==> src/rtl/div2c_frac_4bit.sv <==
// Sequential signed fractional divider: (2N-1)-bit Q1.(2N-2) dividend by an
// N-bit Q1.(N-1) divisor. Restoring division on magnitudes produces one
// quotient bit per clock. The remainder carries the sign of the dividend.
module div2c_frac_4bit #(
    parameter int unsigned N = 4
) (
    input  logic                 clk,
    input  logic                 rst,
    input  logic                 st,
    input  logic [2*N-2:0]       dividend,
    input  logic [N-1:0]         divisor,
    output logic [N-1:0]         quotient,
    output logic [N-1:0]         remainder,
    output logic                 ovf,
    output logic                 busy,
    output logic                 done
);

    localparam int unsigned DW = 2 * N - 1;
    localparam int unsigned CW = $clog2(N);

    typedef enum logic [2:0] {
        S_IDLE,
        S_LOAD,
        S_CHECK,
        S_SHIFT,
        S_SIGN,
        S_DONE
    } state_t;

    state_t r_state;
    state_t w_next;

    logic [DW-1:0]  r_dmag;
    logic [N-1:0]   r_vmag;
    logic           r_sd;
    logic           r_sv;
    logic [N-1:0]   r_prem;
    logic [N-2:0]   r_dlow;
    logic [N-2:0]   r_qmag;
    logic [CW-1:0]  r_cnt;

    logic [N-1:0]   r_quotient;
    logic [N-1:0]   r_remainder;
    logic           r_ovf;
    logic           r_busy;
    logic           r_done;

    logic [DW-1:0]  w_dmag;
    logic [N-1:0]   w_vmag;
    logic           w_ovf;
    logic [N:0]     w_trial;
    logic           w_ge;
    logic [N-1:0]   w_diff;
    logic [N-1:0]   w_qpos;
    logic           w_last;

    // Operand magnitudes; the most negative codes map onto 2^(DW-1) and 2^(N-1)
    // which still fit the unsigned registers.
    assign w_dmag = dividend[DW-1] ? DW'(-dividend) : dividend;
    assign w_vmag = divisor[N-1]   ? N'(-divisor)   : divisor;

    // Overflow when the divisor is zero or the quotient magnitude reaches 1.0.
    assign w_ovf = (r_vmag == '0) || (r_dmag >= {r_vmag, {(N-1){1'b0}}});

    // One restoring step: bring in the next dividend bit and trial-subtract.
    assign w_trial = {r_prem, r_dlow[N-2]};
    assign w_ge    = (w_trial >= {1'b0, r_vmag});
    assign w_diff  = N'(w_trial - {1'b0, r_vmag});
    assign w_qpos  = {1'b0, r_qmag};

    // CHECK performs the first step, SHIFT the remaining N-2 steps.
    assign w_last  = (r_cnt == CW'(N - 2));

    // State register.
    always_ff @(posedge clk or posedge rst) begin
        if (rst) begin
            r_state <= S_IDLE;
        end else begin
            r_state <= w_next;
        end
    end

    // Next-state logic.
    always_comb begin
        w_next = r_state;
        case (r_state)
            S_IDLE:  if (st) w_next = S_LOAD;
            S_LOAD:  w_next = S_CHECK;
            S_CHECK: w_next = w_ovf ? S_DONE : ((N == 2) ? S_SIGN : S_SHIFT);
            S_SHIFT: if (w_last) w_next = S_SIGN;
            S_SIGN:  w_next = S_DONE;
            S_DONE:  w_next = S_IDLE;
            default: w_next = S_IDLE;
        endcase
    end

    // Operand capture and restoring-division datapath.
    always_ff @(posedge clk or posedge rst) begin
        if (rst) begin
            r_dmag <= '0;
            r_vmag <= '0;
            r_sd   <= 1'b0;
            r_sv   <= 1'b0;
            r_prem <= '0;
            r_dlow <= '0;
            r_qmag <= '0;
            r_cnt  <= '0;
        end else begin
            case (r_state)
                S_IDLE: begin
                    if (st) begin
                        r_dmag <= w_dmag;
                        r_vmag <= w_vmag;
                        r_sd   <= dividend[DW-1];
                        r_sv   <= divisor[N-1];
                    end
                end
                S_LOAD: begin
                    r_prem <= r_dmag[DW-1:N-1];
                    r_dlow <= r_dmag[N-2:0];
                    r_qmag <= '0;
                    r_cnt  <= '0;
                end
                S_CHECK, S_SHIFT: begin
                    if (!(r_state == S_CHECK && w_ovf)) begin
                        r_prem <= w_ge ? w_diff : w_trial[N-1:0];
                        r_qmag <= (N-1)'({r_qmag, w_ge});
                        r_dlow <= r_dlow << 1;
                        r_cnt  <= r_cnt + CW'(1);
                    end
                end
                default: ;
            endcase
        end
    end

    // Result registers update only on the transition into DONE.
    always_ff @(posedge clk or posedge rst) begin
        if (rst) begin
            r_quotient  <= '0;
            r_remainder <= '0;
            r_ovf       <= 1'b0;
        end else if (r_state == S_CHECK && w_ovf) begin
            r_quotient  <= '0;
            r_remainder <= '0;
            r_ovf       <= 1'b1;
        end else if (r_state == S_SIGN) begin
            r_quotient  <= (r_sd ^ r_sv) ? N'(-w_qpos) : w_qpos;
            r_remainder <= r_sd ? N'(-r_prem) : r_prem;
            r_ovf       <= 1'b0;
        end
    end

    // Status flags registered from the next state so they align with it.
    always_ff @(posedge clk or posedge rst) begin
        if (rst) begin
            r_busy <= 1'b0;
            r_done <= 1'b0;
        end else begin
            r_busy <= (w_next != S_IDLE);
            r_done <= (w_next == S_DONE);
        end
    end

    assign quotient  = r_quotient;
    assign remainder = r_remainder;
    assign ovf       = r_ovf;
    assign busy      = r_busy;
    assign done      = r_done;

endmodule

==> config.mk <==
export PLATFORM = sky130hd
export DESIGN_NAME = div2c_frac_4bit
export DESIGN_NICKNAME = d
export VERILOG_FILES = /design/src/rtl/div2c_frac_4bit.sv
export SDC_FILE = /design/constraint.sdc
export NUM_CORES = 1
export LEC_CHECK = 0
export ABC_CLOCK_PERIOD_IN_PS = 4800
export CORE_MARGIN = 1.5
export CORE_UTILIZATION = 39
export CTS_CLUSTER_SIZE = 30
export DETAILED_ROUTE_END_ITERATION = 6
export GPL_ROUTABILITY_DRIVEN = 0
export PLACE_DENSITY = 0.66
export SLEW_MARGIN = 25
export SYNTH_ARGS = -nofsm -noshare
export SYNTH_HDL_FRONTEND = slang
export SYNTH_SLANG_ARGS = --single-unit
==> constraint.sdc <==
create_clock -name clk -period 4.8 [get_ports clk]
set_clock_uncertainty 0.05 [all_clocks]
set_input_delay 0.48 -clock clk [delete_from_list [all_inputs] [get_ports clk]]
set_output_delay 0.48 -clock clk [all_outputs]
set_load 0.05 [all_outputs]
Yosys cells after proc, flatten, opt, wreduce, memory -nomap -nowiden:

Index checks and enable logic that the tools add are counted.

* register bits: 39
* input bits: 14
* word-level logic and storage cells: 63

* $add $sub $neg: 6
* $lt $le $gt $ge: 2
* equality and inequality tests: 7
* multiplexer cells: 23
* bitwise operators: 1
* reduce and logical (&&, ||, !) cells: 10

Operators by type and width (number)
* two-way mux 4 bit: 9
* two-way mux 3 bit: 5
* one-hot mux 3 bit (5 select lines): 1
* one-hot mux 3 bit (2 select lines): 2
* negator 4 bit: 2
* one-hot mux 4 bit (2 select lines): 1
* >= comparator 7 bit: 1
* two-way mux 7 bit: 1
* negator 7 bit: 1
* == test 3 x 2 -> 1 bit (second input constant): 2
* == test 3 bit (second input constant): 2
* >= comparator 5 x 4 -> 1 bit: 1
* zero test 4 bit: 1
* negator 3 -> 4 bit: 1
* one-hot mux 2 bit (2 select lines): 1
* AND reduction 2 bit: 2
* nonzero test 2 bit: 2
* subtractor 4 bit: 1
* == test 3 x 1 -> 1 bit (second input constant): 1
* zero test 3 bit: 1
* nonzero test 3 bit: 1
* adder 2 x 1 -> 2 bit (second input constant): 1
* == test 2 bit (second input constant): 1
* two-way mux 1 bit: 2
* other kinds (6): 6

Logic depth before layout (Yosys ltp):

Gate-level depths: netlist (run 1).

* word-level depth: 5
* mapped depth: 8

Worst setup path after synthesis (run 1):

OpenSTA, ideal clock, no wires.

* path kind: flip-flop to flip-flop
* start point: register r_vmag[0]
* end point: register r_prem[0]
* setup time: 0.082 ns
* arrival: 1.815 ns
* data required time: 4.668 ns
* path slack: 2.853 ns
* cell stages (with the launch flop): 7
* buffers on the path: 0
* period minus slack after synthesis: 1.947 ns
* cell sequence: dfrtp_1 > ha_1 > nand2b_2 > a2111oi_4 > nor2_2 > a211o_1 > a22oi_2

* word-level cells in the longest chain between the ends: 5

RTL lines
* from (decl): line 35 `logic [N-1:0] r_vmag;`
* from (signal assigned): line 114 `r_vmag <= w_vmag;`
* >= comparator 7 bit / zero test 4 bit (equally long branches): line 64 `assign w_ovf = (r_vmag == '0) || (r_dmag >= {r_vmag, {(N-1){1'b0}}});`
* logical OR 1 bit: line 64
* logical AND 1 bit: line 126 `if (!(r_state == S_CHECK && w_ovf)) begin`
* inequality test 2 bit (no line)
* AND reduction 2 bit (no line)
* to (signal assigned): line 120 `r_prem <= r_dmag[DW-1:N-1];`
* to (signal assigned): line 127 `r_prem <= w_ge ? w_diff : w_trial[N-1:0];`
* to (decl): line 38 `logic [N-1:0] r_prem;`

Parallel ways exist; a longest one is shown, timed or not. The select of a mux whose other input is x is not followed.
A chain may end at the register's enable or synchronous reset.

Worst setup path after layout (run 1):

* start point: register r_vmag[1]
* end point: register r_dlow[2]

* word-level cells in the longest chain between the ends: 5

RTL lines
* >= comparator 7 bit / zero test 4 bit (equally long branches): line 64
* logical OR 1 bit (*): line 64
* logical AND 1 bit (*): line 126
* inequality test 2 bit (no line) (*)
* AND reduction 2 bit (no line) (*)
* to (signal assigned): line 121 `r_dlow <= r_dmag[N-2:0];`
* to (signal assigned): line 129 `r_dlow <= r_dlow << 1;`
* to (decl): line 39 `logic [N-2:0] r_dlow;`

Every way passes the cells marked *; elsewhere a longest branch is shown, timed or not.

==> impl_metrics.json, run 1 <==
{
  "outcome": "finished clean",
  "area_delta_synth_final_pct": 17.9,
  "met1_usage_pct": 21.5,
  "cts_buffer_depth": 2,
  "cts_tree": "done",
  "grt_max_degree": 40,
  "layout_min_cycle_time_ps": 2450,
  "diodes": 0,
  "irDropWorstVdd_uv": 270,
  "initial_core_util_pct": 40.4,
  "crit_arrival_ps": 2580,
  "rsz0062_at_grt": "no",
  "worst_setup_path_end_kind": "register",
  "hold_ws_ps": 428,
  "grt_pass1_vias": 1599,
  "ys_seq_area_share_pct": 43.6,
  "placed_area_mm2": 0.00255,
  "place_ws_ps": 2360,
  "async_flop_share_pct": 100,
  "via_per_inst": 5.19,
  "grt-busiest-layer": "met2",
  "synth_area_mm2": 0.00224,
  "relSlewSlack_pct": 45.4,
  "cts_buffers": 5,
  "die_h_um": 78.8,
  "place.port_buffers": 24,
  "hold_buffers": 0,
  "clkLatencyLatePin_ps": 290,
  "antenna_found_initial": 0,
  "r2r_start": "r_vmag[1]$_DFFE_PP0P_",
  "overflow": 0,
  "reg2reg_to": "r_dlow[2]$_DFFE_PP0P_",
  "drive_gt1_share_pct": 13.4,
  "worstSetupStartpoint": "r_vmag[1]$_DFFE_PP0P_",
  "fin_crit_sh_pct": 51.0,
  "ant_nets": 0,
  "critPathMaxFanout": 12,
  "cts-resized-gates": 0,
  "finalSetupTns_ps": 0,
  "synth_nets": 250,
  "max_freq_ghz": 0.408,
  "cts_setup_buffers": 0,
  "postRouteWirelength_um": 4460,
  "crit_required_ps": 4930,
  "fin_nets": 274,
  "hold_violations": 0,
  "ys_types": 53,
  "finalInstanceArea_mm2": 0.00264,
  "post_drt_wl_per_cell_um": 14.0,
  "fp.dieW_um": 78.8,
  "ys_ff_latch": 39,
  "path_class": "register to register",
  "reg2reg_depth": 7,
  "cts_sinks": 39,
  "ioPinCount": 25,
  "drtIter0Drc": 106,
  "worstHoldPathType": "register to register",
  "firstDrtPassIters": 4,
  "num_rows": 27,
  "grt.total_usage_pct": 15.7,
  "synth_edf_count": 0,
  "core_area_mm2": 0.00554,
  "worst_setup_path_start_kind": "register",
  "cellPowerDensity_mw_per_mm2": 748,
  "ff2ff_setup_slack_ps": 2350,
  "synth-main-ff-cell": "dfrtp_1",
  "drv_cap": 0,
  "syn_avg_cell_area_um2": 10.1,
  "h-tree-depth": 2,
  "num_vias": 1655,
  "grt_pass1_wl_um": 7620,
  "synthCells": 222,
  "root_buffer": "clkbuf_8",
  "setup_viol_count_final": 0,
  "worst_pin_slew_ps": 817,
  "gr-usage-met3_pct": 3.79,
  "drc": 0,
  "drv_slew": 0,
  "p_leak_nw": 1.14,
  "worst_slack_ps": 2350,
  "critPathCapture": "r_dlow[2]$_DFFE_PP0P_",
  "yosysWarningCount": 0,
  "use_met2_pct": 24.7,
  "clk_pin_slew_worst_paths_ps": 80,
  "dpl.hpwl_um": 3270,
  "dieArea_mm2": 0.00621
}
-- logic make-up after synthesis --
logic type | share of synthesized area [%]
AOI/OAI and AO/OA | 20.8
xor gates and xnor gates | 3.91
adders and majority gates | 8.15
buffers and inverters | 4.80
DFF | 43.6
muxes | 5.25
and+or+nand+nor | 13.6
-- metal layers --
layer  share of wire (%)  up-vias
met4                 1.1        0
met2                  45       36
met3                 3.6        7
met5                   0        -
met1                  50      773
li1                    -      839
-- cells in the final DEF (no fill, tap or decap), types with 3 or more instances in the layout --
master / synthesis / routed
mux2_2: 6 / 6
clkbuf_8: 0 / 5
nand2_1: 12 / 12
inv_1: 18 / 18
nor2b_1: 6 / 6
a21oi_1: 17 / 17
o21a_1: 6 / 6
mux2i_1: 5 / 5
clkdlybuf4s50_1: 0 / 24
dfrtp_1: 39 / 39
a211oi_1: 6 / 6
xor2_1: 5 / 5
a31o_2: 4 / 4
nand2b_1: 3 / 3
nor2_1: 20 / 20
o21ai_0: 5 / 5
ha_1: 13 / 13
xnor2_1: 5 / 5
-- how the worst min path moves through the flow --
stage | from | end | slack, ps | cells past startpoint
after CTS | ovf$_DFFE_PP0P_ | ovf$_DFFE_PP0P_ | 430 | 1
final | ovf$_DFFE_PP0P_ | ovf$_DFFE_PP0P_ | 430 | 1
after global placement | ovf$_DFFE_PP0P_ | ovf$_DFFE_PP0P_ | 410 | 1
after floorplan | r_cnt[0]$_DFFE_PP0P_ | r_cnt[0]$_DFFE_PP0P_ | 400 | 1
after global routing | ovf$_DFFE_PP0P_ | ovf$_DFFE_PP0P_ | 450 | 1
after detailed placement | ovf$_DFFE_PP0P_ | ovf$_DFFE_PP0P_ | 410 | 1
-- flip-flops by register name, indices dropped and copies added, names as in the netlist --
name,flops
r_qmag,3
busy,1
remainder,4
r_prem,4
quotient,4
r_cnt,2
r_state,3
r_sv,1
r_dmag,7
r_dlow,3
r_sd,1
done,1
ovf,1
r_vmag,4
-- power by group --
group | switching, mW | total, mW | internal [mW]
combinational | 0.648 | 1.14 | 0.495
sequential | 0.134 | 0.609 | 0.475
clock | 0.122 | 0.223 | 0.101
total | 0.904 | 1.97 | 1.07
-- area by class of cell --
type	count	area [um^2]
Fill cell	543	2900
Multi-Input combinational cell	156	1160
Sequential cell	39	976
Timing Repair Buffer	26	255
Tap cell	72	90.1
Clock buffer	5	68.8
Inverter	18	67.6
Clock inverter	3	20.0
-- synthesized netlist by cell type, types with 2 or more instances --
library cell	number	area, um^2
dfrtp_1	39	976
nor2_1	20	75.1
inv_1	18	67.6
a21oi_1	17	85.1
ha_1	13	163
nand2_1	12	45.0
a211oi_1	6	45.0
mux2_2	6	67.6
nor2b_1	6	37.5
o21a_1	6	45.0
buf_2	5	25.0
mux2i_1	5	50.1
o21ai_0	5	25.0
xnor2_1	5	43.8
xor2_1	5	43.8
a31o_2	4	35.0
clkbuf_1	3	11.3
nand2b_1	3	18.8
a211o_1	2	17.5
a21o_1	2	15.0
a22o_1	2	17.5
a22oi_2	2	25.0
nor3_1	2	10.0
nor4b_1	2	17.5
o221a_2	2	22.5
o31ai_1	2	15.0
or3_1	2	12.5
-- stage by stage --
| step | power, mW | util [%] | cells |
|---|---|---|---|
| after floorplan | 1.48 | - | 222 |
| after global placement | 1.73 | 46.1 | 311 |
| after detailed placement | 1.75 | 46.1 | 311 |
| after CTS | 1.99 | 47.7 | 319 |
| after global routing | 2.13 | 47.7 | 319 |
| final | 1.97 | 47.7 | 319 |
-- critical path, stage by stage (launching register included) --
cell and delay [ps]:
dfrtp_1 440, inv_1 100, ha_1 290, nor2b_1 130, a311oi_1 230, o21a_1 410, o21ai_0 310, o221a_2 380
Note: power is estimated with default switching activity, not from simulation.
==> run 2: changes to the inputs <==
Settings changed: ABC_CLOCK_PERIOD_IN_PS 4800 to 2300.
Clock period 4.8 ns to 2.3 ns, I/O delays scaled along.
==> run 2 against run 1 <==
  * Combinational power up 120%
  * Wire length shrank 2.2%
  * Register-to-register slack got worse by 2200 ps
  * Non-clock buffer count rose by 5
  * Utilization rose by 1.2 points
  * Sequential cell count did not move
  * First-iteration DRC count fell by 28%
  * Sequential share of layout area is 0.91 points lower
  * Critical path depth fell by 1
  * Cell area increased by 2.5%
  * Hold slack got worse by 140 ps
  * Via count grew 1.5%
==> impl_metrics.json, run 2 (synthesis gave the netlist of run 1 again) <==
{
  "layout_min_cycle_time_ps": 2160,
  "mostFrequentLayoutCell": "dfrtp_1",
  "max_stage_delay_ps": 480,
  "postLayoutCoreUtil_pct": 48.9,
  "ant_nets": 0,
  "root_buffer": "clkbuf_8",
  "crit_arrival_ps": 2320,
  "grt_pass1_wl_um": 7310,
  "firstDrtPassIters": 5,
  "cellPowerDensity_mw_per_mm2": 1600,
  "max_freq_ghz": 0.463,
  "p_leak_nw": 1.18,
  "diodes": 0,
  "fp.dieW_um": 78.8,
  "hold_buffers": 0,
  "setup_viol_count_final": 0,
  "worstHoldPathType": "input pin to async pin",
  "place_ws_ps": 167,
  "worst_pin_slew_ps": 570,
  "crit_required_ps": 2460,
  "placed_area_mm2": 0.00259,
  "fin_crit_sh_pct": 94.0,
  "largest_register_ff_count": 7,
  "num_vias": 1679,
  "drv_slew": 0,
  "h-tree-depth": 2,
  "path_delay_family": "compound AO/OA/AOI/OAI gates",
  "cts_buffers": 5,
  "drv_cap": 0,
  "place.port_buffers": 24,
  "hold_violations": 0,
  "drc": 0,
  "worst_slack_ps": 138,
  "core_area_mm2": 0.00554,
  "post_drt_wl_per_cell_um": 13.5,
  "path_class": "register to register",
  "cts_buffer_depth": 2,
  "die_h_um": 78.8,
  "finalSetupTns_ps": 0,
  "rsz0062_at_grt": "no",
  "cts-resized-gates": 0,
  "cts_tree": "done",
  "overflow": 0,
  "grt.total_usage_pct": 15.0,
  "dieArea_mm2": 0.00621,
  "relSlewSlack_pct": 62.0,
  "critPathMaxFanout": 5,
  "num_rows": 27,
  "most-common-layout-cells": "dfrtp_1, clkdlybuf4s50_1, nor2_1",
  "grt_max_degree": 40,
  "worst_setup_path_start_kind": "register",
  "ioPinCount": 25,
  "drive_gt1_share_pct": 15.9,
  "cts_setup_buffers": 0,
  "dpl.hpwl_um": 3370,
  "clk_pin_slew_worst_paths_ps": 80,
  "irDropWorstVdd_uv": 781,
  "regMostFlops": "r_dmag",
  "grt_pass1_vias": 1590,
  "worst_setup_path_end_kind": "register",
  "drtIter0Drc": 76,
  "via_per_inst": 5.18,
  "fin_nets": 279,
  "crit_buf_inv": 0,
  "worstPathCellList": "ha_1, nand2b_2, a2111oi_4, nor2_2, a211o_1, a22oi_2",
  "nFillCells": 538,
  "postRouteWirelength_um": 4360,
  "outcome": "finished clean",
  "antenna_found_initial": 0,
  "clkLatencyLatePin_ps": 300,
  "finalInstanceArea_mm2": 0.00271,
  "area_delta_synth_final_pct": 20.8,
  "cp_slowest_cell": "a2111oi_4",
  "cts_sinks": 39,
  "initial_core_util_pct": 40.4,
  "hold_ws_ps": 291
}
-- run 2: cell types whose count changed in the layout (fill, tap and decap cells not counted), sizes merged --
cell      delta
bufinv       +1
buf          +5
clkinvlp     -2
clkinv       +1
-- run 2: path summary, 6_finish.rpt --
check	startpoint	end	slack (ps)	cells after the start
min in group clk	ovf$_DFFE_PP0P_	ovf$_DFFE_PP0P_	430	1
setup / recovery	r_vmag[0]$_DFFE_PP0P_	r_prem[0]$_DFFE_PP0P_	140	6
hold / removal	rst	quotient[3]$_DFFE_PP0P_	290	3
setup reg to reg	r_vmag[0]$_DFFE_PP0P_	r_prem[0]$_DFFE_PP0P_	140	6
hold reg to reg	ovf$_DFFE_PP0P_	ovf$_DFFE_PP0P_	430	1
max in group asynchronous	rst	r_dmag[4]$_DFFE_PP0P_	1560	3
-- run 2: area by class of cell --
| type | count | area, um^2 | area share [%] |
|---|---|---|---|
| inverters | 18 | 67.6 | 2.50 |
| multi-input cells | 156 | 1170 | 43.2 |
| clock buffers | 5 | 68.8 | 2.54 |
| clock inverters | 3 | 43.8 | 1.62 |
| repair buffers | 31 | 293 | 10.8 |
| flip-flops and latches | 39 | 976 | 36.0 |
| well taps | 72 | 90.1 | 3.33 |
-- run 2: worst register-to-register path: stages (launching register included) --
cell and delay (ps):
dfrtp_1 430, ha_1 330, nand2b_2 210, a2111oi_4 480, nor2_2 120, a211o_1 330
a22oi_2 130
-- run 2: layer usage --
| layer | vias to the layer above | track usage, % | part of all wire (%) |
|---|---|---|---|
| li1 | 847 | - | - |
| met1 | 772 | 19.9 | 47 |
| met2 | 51 | 24.8 | 47 |
| met3 | 9 | 3.45 | 4.3 |
| met4 | 0 | 3.39 | 1.2 |
| met5 | - | 0 | 0 |
-- run 2: power breakdown --
part / switching [mW] / leakage (nW) / internal, mW
Sequential: 0.283 / 0.477 / 0.991
Clock: 0.247 / 0.0581 / 0.323
Combinational: 1.36 / 0.646 / 1.14
Total: 1.89 / 1.18 / 2.45
-- run 2: stage by stage --
step,total power [mW],std cells
final,4.34,324
after floorplan,3.09,222
after global routing,4.67,324
after detailed placement,3.76,316
after CTS,4.34,324
after global placement,3.70,316
